**src/rtl/rv32i_pkg.sv**
```systemverilog
// Shared RV32I definitions: instruction classes, fetch FSM states and the NOP encoding.
package rv32i_pkg;

  typedef enum logic [3:0] {
    OP_LUI,
    OP_AUIPC,
    OP_JAL,
    OP_JALR,
    OP_BRANCH,
    OP_LOAD,
    OP_STORE,
    OP_IMM,
    OP_REG,
    OP_FENCE,
    OP_SYSTEM,
    OP_ILLEGAL
  } op_type_t;

  typedef enum logic [1:0] {
    S_FETCH,
    S_WAIT,
    S_EXEC,
    S_FAULT
  } fetch_state_t;

  // addi x0,x0,0
  localparam logic [31:0] NOP_INSN = 32'h0000_0013;

  function automatic logic is_word_aligned(input logic [31:0] addr);
    return (addr[1:0] == 2'b00);
  endfunction

  function automatic logic [31:0] align_word(input logic [31:0] addr);
    return {addr[31:2], 2'b00};
  endfunction

endpackage

```
**src/rtl/instruction_fetch_pc_register.sv**
```systemverilog
// Program counter register with its +4 adder; pc_plus4 wraps modulo 2^32.
module pc_register #(
  parameter logic [31:0] RESET_PC = 32'h0000_0000
) (
  input  logic        clk,
  input  logic        rst,
  input  logic        load,
  input  logic [31:0] load_pc,
  output logic [31:0] pc,
  output logic [31:0] pc_plus4
);

  logic [31:0] pc_q;

  always_ff @(posedge clk or negedge rst) begin
    if (!rst) begin
      pc_q <= RESET_PC;
    end else if (load) begin
      pc_q <= load_pc;
    end
  end

  assign pc       = pc_q;
  assign pc_plus4 = pc_q + 32'd4;

endmodule

```
**src/rtl/instruction_fetch.sv**
```systemverilog
// Instruction fetch stage: issues one read per instruction, holds IR until execute is done.
// Optional FETCH_ALIGN_CHECK_EN adds a sticky misaligned-target fault and the fault port.
module instruction_fetch
  import rv32i_pkg::*;
#(
  parameter logic [31:0] RESET_PC = 32'h0000_0000,
  parameter logic [31:0] NOP_INSN = rv32i_pkg::NOP_INSN
) (
  input  logic        clk,
  input  logic        rst,
  output logic [31:0] mem_addr,
  output logic        mem_rd_req,
  input  logic [31:0] mem_rd_data,
  input  logic        mem_rd_valid,
  output logic [31:0] IR,
  output logic        ir_valid,
  output logic [31:0] pc,
  output logic [31:0] pc_plus4,
  input  logic        next_pc_valid,
  input  logic [31:0] next_pc,
  output logic [31:0] fetch_count
`ifdef FETCH_ALIGN_CHECK_EN
  ,
  output logic        fault
`endif
);

  fetch_state_t state_q, state_d;
  logic         pc_load;
  logic [31:0]  pc_load_val;
  logic         ir_load;
  logic [31:0]  ir_q;
  logic         ir_valid_q;
  logic [31:0]  fetch_count_q;
`ifdef FETCH_ALIGN_CHECK_EN
  logic         fault_set;
  logic         fault_q;
`endif

  pc_register #(
    .RESET_PC(RESET_PC)
  ) u_pc_register (
    .clk     (clk),
    .rst     (rst),
    .load    (pc_load),
    .load_pc (pc_load_val),
    .pc      (pc),
    .pc_plus4(pc_plus4)
  );

  assign pc_load_val = align_word(next_pc);

  always_ff @(posedge clk or negedge rst) begin
    if (!rst) begin
      state_q <= S_FETCH;
    end else begin
      state_q <= state_d;
    end
  end

  // Responses outside S_WAIT and redirects outside S_EXEC fall through untouched.
  always_comb begin
    state_d    = state_q;
    mem_rd_req = 1'b0;
    pc_load    = 1'b0;
    ir_load    = 1'b0;
`ifdef FETCH_ALIGN_CHECK_EN
    fault_set  = 1'b0;
`endif
    case (state_q)
      S_FETCH: begin
        mem_rd_req = 1'b1;
        state_d    = S_WAIT;
      end
      S_WAIT: begin
        mem_rd_req = 1'b1;
        if (mem_rd_valid) begin
          ir_load = 1'b1;
          state_d = S_EXEC;
        end
      end
      S_EXEC: begin
        if (next_pc_valid) begin
`ifdef FETCH_ALIGN_CHECK_EN
          if (is_word_aligned(next_pc)) begin
            pc_load = 1'b1;
            state_d = S_FETCH;
          end else begin
            fault_set = 1'b1;
            state_d   = S_FAULT;
          end
`else
          pc_load = 1'b1;
          state_d = S_FETCH;
`endif
        end
      end
      S_FAULT: begin
`ifdef FETCH_ALIGN_CHECK_EN
        state_d = S_FAULT;
`else
        state_d = S_FETCH;
`endif
      end
      default: begin
        state_d = S_FETCH;
      end
    endcase
  end

  // ir_valid is registered so it lines up with the first S_EXEC cycle.
  always_ff @(posedge clk or negedge rst) begin
    if (!rst) begin
      ir_q          <= NOP_INSN;
      ir_valid_q    <= 1'b0;
      fetch_count_q <= 32'd0;
    end else begin
      ir_valid_q <= ir_load;
      if (ir_load) begin
        ir_q          <= mem_rd_data;
        fetch_count_q <= fetch_count_q + 32'd1;
      end
    end
  end

`ifdef FETCH_ALIGN_CHECK_EN
  always_ff @(posedge clk or negedge rst) begin
    if (!rst) begin
      fault_q <= 1'b0;
    end else if (fault_set) begin
      fault_q <= 1'b1;
    end
  end

  assign fault = fault_q;
`endif

  assign mem_addr    = pc;
  assign IR          = ir_q;
  assign ir_valid    = ir_valid_q;
  assign fetch_count = fetch_count_q;

endmodule

```
**config.mk**
```make
export PLATFORM = sky130hd
export DESIGN_NAME = instruction_fetch
export DESIGN_NICKNAME = d
export VERILOG_FILES = /design/src/rtl/rv32i_pkg.sv /design/src/rtl/instruction_fetch_pc_register.sv /design/src/rtl/instruction_fetch.sv
export SDC_FILE = /design/constraint.sdc
export NUM_CORES = 1
export LEC_CHECK = 0
export BUFFER_PORTS_ARGS = -buffer_cell sky130_fd_sc_hd__clkbuf_2
export CAP_MARGIN = 5
export CELL_PAD_IN_SITES_DETAIL_PLACEMENT = 0
export CELL_PAD_IN_SITES_GLOBAL_PLACEMENT = 1
export CORE_MARGIN = 5
export CORE_UTILIZATION = 25
export DETAILED_ROUTE_END_ITERATION = 8
export GPL_ROUTABILITY_DRIVEN = 0
export HOLD_SLACK_MARGIN = 0.08
export PLACE_DENSITY_LB_ADDON = 0.1
export SKIP_LAST_GASP = 1
export SYNTH_ARGS = -nofsm -noshare
export SYNTH_HDL_FRONTEND = slang
export SYNTH_SLANG_ARGS = --single-unit
```
**constraint.sdc**
```tcl
create_clock -name clk -period 2.6 [get_ports clk]
set_clock_uncertainty 0.05 [all_clocks]
set_input_delay 0.13 -clock clk [delete_from_list [all_inputs] [get_ports clk]]
set_output_delay 0.13 -clock clk [all_outputs]
set_load 0.02 [all_outputs]
```
======== Word-level counts from Yosys, hierarchy flattened ========
Index checks and enable logic that the tools add are counted.
word-level totals
  register bits after elaboration ......... 97
  latch bits .............................. 0
  bits in writable memories ............... 0
  memory bits (read-only) ................. 0
  input bits .............................. 68
  output and inout port bits .............. 162
  logic and storage cells ................. 23
  memories ................................ 0
operators by class
  add/subtract/negate cells ............... 2
  multipliers ............................. 0
  divide/modulo/power cells ............... 0
  magnitude comparators ................... 0
  eq/ne operators ......................... 5
  shift-type cells ........................ 0
  muxes and demuxes ....................... 8
  bitwise operators ....................... 0
  reductions and logical operators ........ 3
operators with widths
  cell                                                                    count
  32-bit by 1-bit adder with 32-bit output (second input constant)        1
  32-bit by 3-bit adder with 32-bit output (second input constant)        1
  2-bit one-hot mux with 4 select lines                                   1
  1-bit 2-to-1 mux                                                        5
  2-bit equality test (second input constant)                             2
  2-bit 2-to-1 mux                                                        2
  2-bit != test (second input constant)                                   2
  2-bit by 1-bit equality test with 1-bit output (second input constant)  1
  2-bit logical NOT                                                       1
  2-bit AND reduction                                                     1
  2-bit OR reduction                                                      1

======== Depth between registers and ports, before layout ========
  depth after elaboration ................. 3
  gate-level depth with buffers ........... 6
  mapped depth without buffers ............ 5

======== Cells and area by module ========
Synthesis repeated with hierarchy kept, for this count alone.
second synthesis, totals
  cell total of the unflattened synthesis .. 458
  area total of the unflattened synthesis .. 4,812.1 um^2
by module, submodules not included
  module             instances  cells an instance  area an instance (um^2)
  instruction_fetch  1          308                3,057.9
  pc_register        1          150                1,754.2

======== Worst setup path after synthesis ========
Ideal clock, no wire load.
  path kind ............................... register -> output
  start point ............................. reg u_pc_register.pc_q[2] (netlist: u_pc_register.pc[2])
  end point ............................... out pc_plus4[20]
  data arrival time ....................... 1.753 ns
  path slack .............................. 0.667 ns
  stages on the path, launching flop included .. 6
  buffers on the path ..................... 0
  cell sequence ........................... dfrtp_1 ha_1 nand4_2 nor2_1 and3b_1 xor2_1
on the way
  longest elaborated chain between the ends .. 1
RTL lines
  element                                   RTL line                             RTL
  start: declaration                        instruction_fetch_pc_register.sv:13  logic [31:0] pc_q;
  start signal: assignment                  instruction_fetch_pc_register.sv:19  pc_q <= load_pc;
  32-bit by 3-bit adder with 32-bit output  instruction_fetch_pc_register.sv:24  assign pc_plus4 = pc_q + 32'd4;
  end: declaration                          instruction_fetch.sv:18              output logic [31:0] pc_plus4,
Every way passes these cells.

======== Final worst setup path ========
  start point ............................. reg u_pc_register.pc_q[19] (netlist: u_pc_register.pc[19])
  end point ............................... out pc_plus4[29]
The elaborated chain is that of the path after synthesis.

==> flow_summary.json <==
{
  "max-vdd-ir-drop_uv": 449,
  "yosys-mux-area-fraction_pct": 6.93,
  "drc": 0,
  "startpoint_type_of_the_worst_setup_path": "flop",
  "min_period_over_period_pct": 88.0,
  "finalMaxSlewViolations": 0,
  "clk_root_buffer_cell": "sky130_fd_sc_hd__clkbuf_16",
  "netlist_instances": 455,
  "data_arrival_time_of_the_worst_path_ns": 2.11,
  "diodes": 0,
  "synth_seq_area_share_pct": 49.9,
  "leakage_power_of_the_design_nw": 3.61,
  "ant_nets": 0,
  "die_w_um": 150,
  "io_pins": 230,
  "area_growth_pct": 43.9,
  "cts.repair_timing.setup_buffer_count": 0,
  "antenna_found_initial": 0,
  "critPathLaunch": "u_pc_register.pc[19]",
  "reg2reg_to": "fetch_count[18]",
  "clkSinkCount": 97,
  "r2r.worst_path.cells": 5,
  "hold-worst-slack_ns": 0.242,
  "grt_util_all_layers_pct": 12.6,
  "relative_slew_margins_pct": 64.4,
  "synth_adder_area_share_pct": 0.514,
  "total_wirelength_mm": 14.0,
  "count_of_state_elements_after_synthesis": 97,
  "grt_overflow": 0,
  "route.detailed.wl_per_inst_um": 14.2,
  "cts_tree": "built",
  "distinct_cell_type_count_after_synthesis": 40,
  "synth_edf_count": 0,
  "design_power_total_w": 0.00777,
  "die_area_um2": 22400,
  "synth_compound_area_share_pct": 0.257,
  "setup_viol": 0,
  "xor_and_xnor_fraction_of_the_mapped_netlist_area_pct": 10.6,
  "drv_cap": 0,
  "clkSlewWorstSetupHoldPaths_ns": 0.07,
  "worstSetupEndpoint": "pc_plus4[29]",
  "initial_utilization_pct": 25.2,
  "run_status": "completed",
  "synth_simple_gate_area_share_pct": 24.0,
  "ff2ff_setup_slack_ns": 0.76,
  "yosys_most_used_dff": "sky130_fd_sc_hd__dfrtp_1",
  "clk_path_buf_depth": 2,
  "clock_latency_ns": 0.34,
  "cts-htree-levels": 3,
  "global_route_wire_length_before_repair_mm": 22.4,
  "worst_ep_required_time_ns": 2.42,
  "ys_warn_count": 0,
  "tightestPinTransition_ns": 0.530,
  "crit_path_max_fanout": 10,
  "crit_path_capture_type": "output port",
  "drtPass1Iterations": 4,
  "core_area_um2": 19300,
  "num_rows": 51,
  "drt_first_iter_violations": 71,
  "grt_start_max_net_pins": 63,
  "power_density_nw_per_um2": 1110,
  "setup-tns-final_ns": 0,
  "port_buf_inserts": 221,
  "floorplan.die.height_um": 150,
  "post_synth_instance_area_um2": 4870,
  "worst_r2r_startpoint": "fetch_count[0]",
  "timing_hold_violations_final": 0,
  "drive_above_1_share_pct": 41.7,
  "vias_per_cell": 4.09,
  "routed-via-count": 4024,
  "design.final.nets": 785,
  "postSynth.asyncResetShare_pct": 100,
  "synth_top_family_by_area": "simple AND/OR/NAND/NOR gates",
  "rsz0062_at_grt": "false",
  "max_freq_mhz": 437,
  "synthesis.area_per_instance_um2": 10.7,
  "timing_worst_setup_path_type": "flop to output port",
  "cts_buffers": 9,
  "hp-class": "input port to asynchronous set/reset pin",
  "dpl.hpwl_mm": 10.4,
  "first_global_vias": 4192,
  "finalCriticalPeriod_ns": 2.29
}
cells by family after synthesis:
group           count (synthesis)
mux                            30
simple gates                  205
flops                          97
xor+xnor                       59
other cells                     1
compound gates                  2
fa+ha+maj                       2
buf+inv                        59
registers in the layout, summed over array words and instances, names as in the netlist:
| name | cells |
|---|---|
| IR | 32 |
| fetch_count | 32 |
| ir_valid | 1 |
| state_q | 2 |
| u_pc_register.pc | 30 |
area by class of cell:
class / instances / area, µm²
fillers: 1998 / 12300
flip-flops and latches: 97 / 2430
multi-input cells: 304 / 2080
repair buffers: 293 / 1820
well taps: 265 / 332
clock buffers: 10 / 239
clock inverters: 6 / 66.3
inverters: 10 / 37.5
worst min path at each step:
stage	endpoint	slack, ns	depth (start not counted)
floorplan	IR[10]	-0.22	0
global placement	u_pc_register.pc[26]	0.09	1
detailed placement	u_pc_register.pc[26]	0.09	1
CTS	u_pc_register.pc[26]	0.26	2
global route	u_pc_register.pc[26]	0.30	2
finish	u_pc_register.pc[26]	0.24	2
through the flow:
step	instances	util, %	instance area (µm²)	setup WS (ns)
floorplan	460	-	4890	0.667
global placement	904	31.3	6060	0.670
detailed placement	904	31.3	6060	0.648
CTS	985	36.3	7010	0.252
global route	985	36.3	7010	0.115
finish	985	36.3	7010	0.312
synthesized netlist by cell type, drive strengths merged (2+ instances only):
| cell type | n | share of area [%] |
|---|---|---|
| and2 | 2 | 0.26 |
| and3 | 6 | 0.77 |
| and4 | 9 | 1.8 |
| buf | 46 | 6.8 |
| clkbuf | 3 | 0.23 |
| dfrtp | 94 | 48 |
| dfstp | 3 | 1.6 |
| ha | 2 | 0.51 |
| inv | 9 | 0.69 |
| mux2 | 30 | 6.9 |
| nand2 | 117 | 9.2 |
| nand3 | 21 | 2.6 |
| nand3b | 2 | 0.39 |
| nand4 | 17 | 2.9 |
| nand4b | 2 | 0.49 |
| nor2 | 6 | 0.46 |
| nor3 | 6 | 0.95 |
| nor4 | 15 | 3.5 |
| xnor2 | 36 | 6.5 |
| xor2 | 23 | 4.1 |
cells in the final DEF (no fill, tap or decap), types with 2 or more instances in the layout:
cell type	instances
sky130_fd_sc_hd__and3_1	6
sky130_fd_sc_hd__dfrtp_1	94
sky130_fd_sc_hd__inv_1	9
sky130_fd_sc_hd__nand3_1	18
sky130_fd_sc_hd__nand3_2	2
sky130_fd_sc_hd__dfstp_2	3
sky130_fd_sc_hd__nor4_4	3
sky130_fd_sc_hd__nand4_1	14
sky130_fd_sc_hd__nor2_1	6
sky130_fd_sc_hd__clkinv_2	2
sky130_fd_sc_hd__mux2_2	30
sky130_fd_sc_hd__buf_4	7
sky130_fd_sc_hd__clkbuf_2	220
sky130_fd_sc_hd__xor2_1	23
sky130_fd_sc_hd__clkbuf_16	9
sky130_fd_sc_hd__xnor2_1	36
sky130_fd_sc_hd__clkinv_4	2
sky130_fd_sc_hd__ha_1	2
sky130_fd_sc_hd__conb_1	6
sky130_fd_sc_hd__dlygate4sd3_1	65
sky130_fd_sc_hd__and2_1	2
sky130_fd_sc_hd__nor3_1	4
sky130_fd_sc_hd__and4_1	6
sky130_fd_sc_hd__nand2_1	116
sky130_fd_sc_hd__and4_4	3
sky130_fd_sc_hd__nor4_2	5
sky130_fd_sc_hd__nor4_1	7
sky130_fd_sc_hd__nand4_4	2
power breakdown:
group,switching [W],internal [W],total (W),leakage (nW)
logic,0.00238,0.00131,0.00369,2.23
clock network,0.000599,0.000776,0.00138,0.153
registers,0.000656,0.00205,0.00271,1.23
critical path, stage by stage (launching register included):
cell,delay [ns]
sky130_fd_sc_hd__dfrtp_1,0.48
sky130_fd_sc_hd__and3_1,0.23
sky130_fd_sc_hd__nand3_2,0.24
sky130_fd_sc_hd__nor4_1,0.42
sky130_fd_sc_hd__xor2_1,0.19
sky130_fd_sc_hd__clkbuf_2,0.19
layer usage:
metal | GRT usage (%) | up-vias | share of wire, %
met5 | 0 | - | 0
met4 | 2.93 | 0 | 1.2
met3 | 4.30 | 10 | 6.9
met2 | 21.2 | 125 | 48
met1 | 15.7 | 1885 | 44
li1 | - | 2004 | -
what timing repair did:
action | CTS | global route
endpoints found under the hold margin | 99 | 0
resized for setup | 0 | 0
hold buffers | 65 | 0
Power figures use the tool's default switching activity.
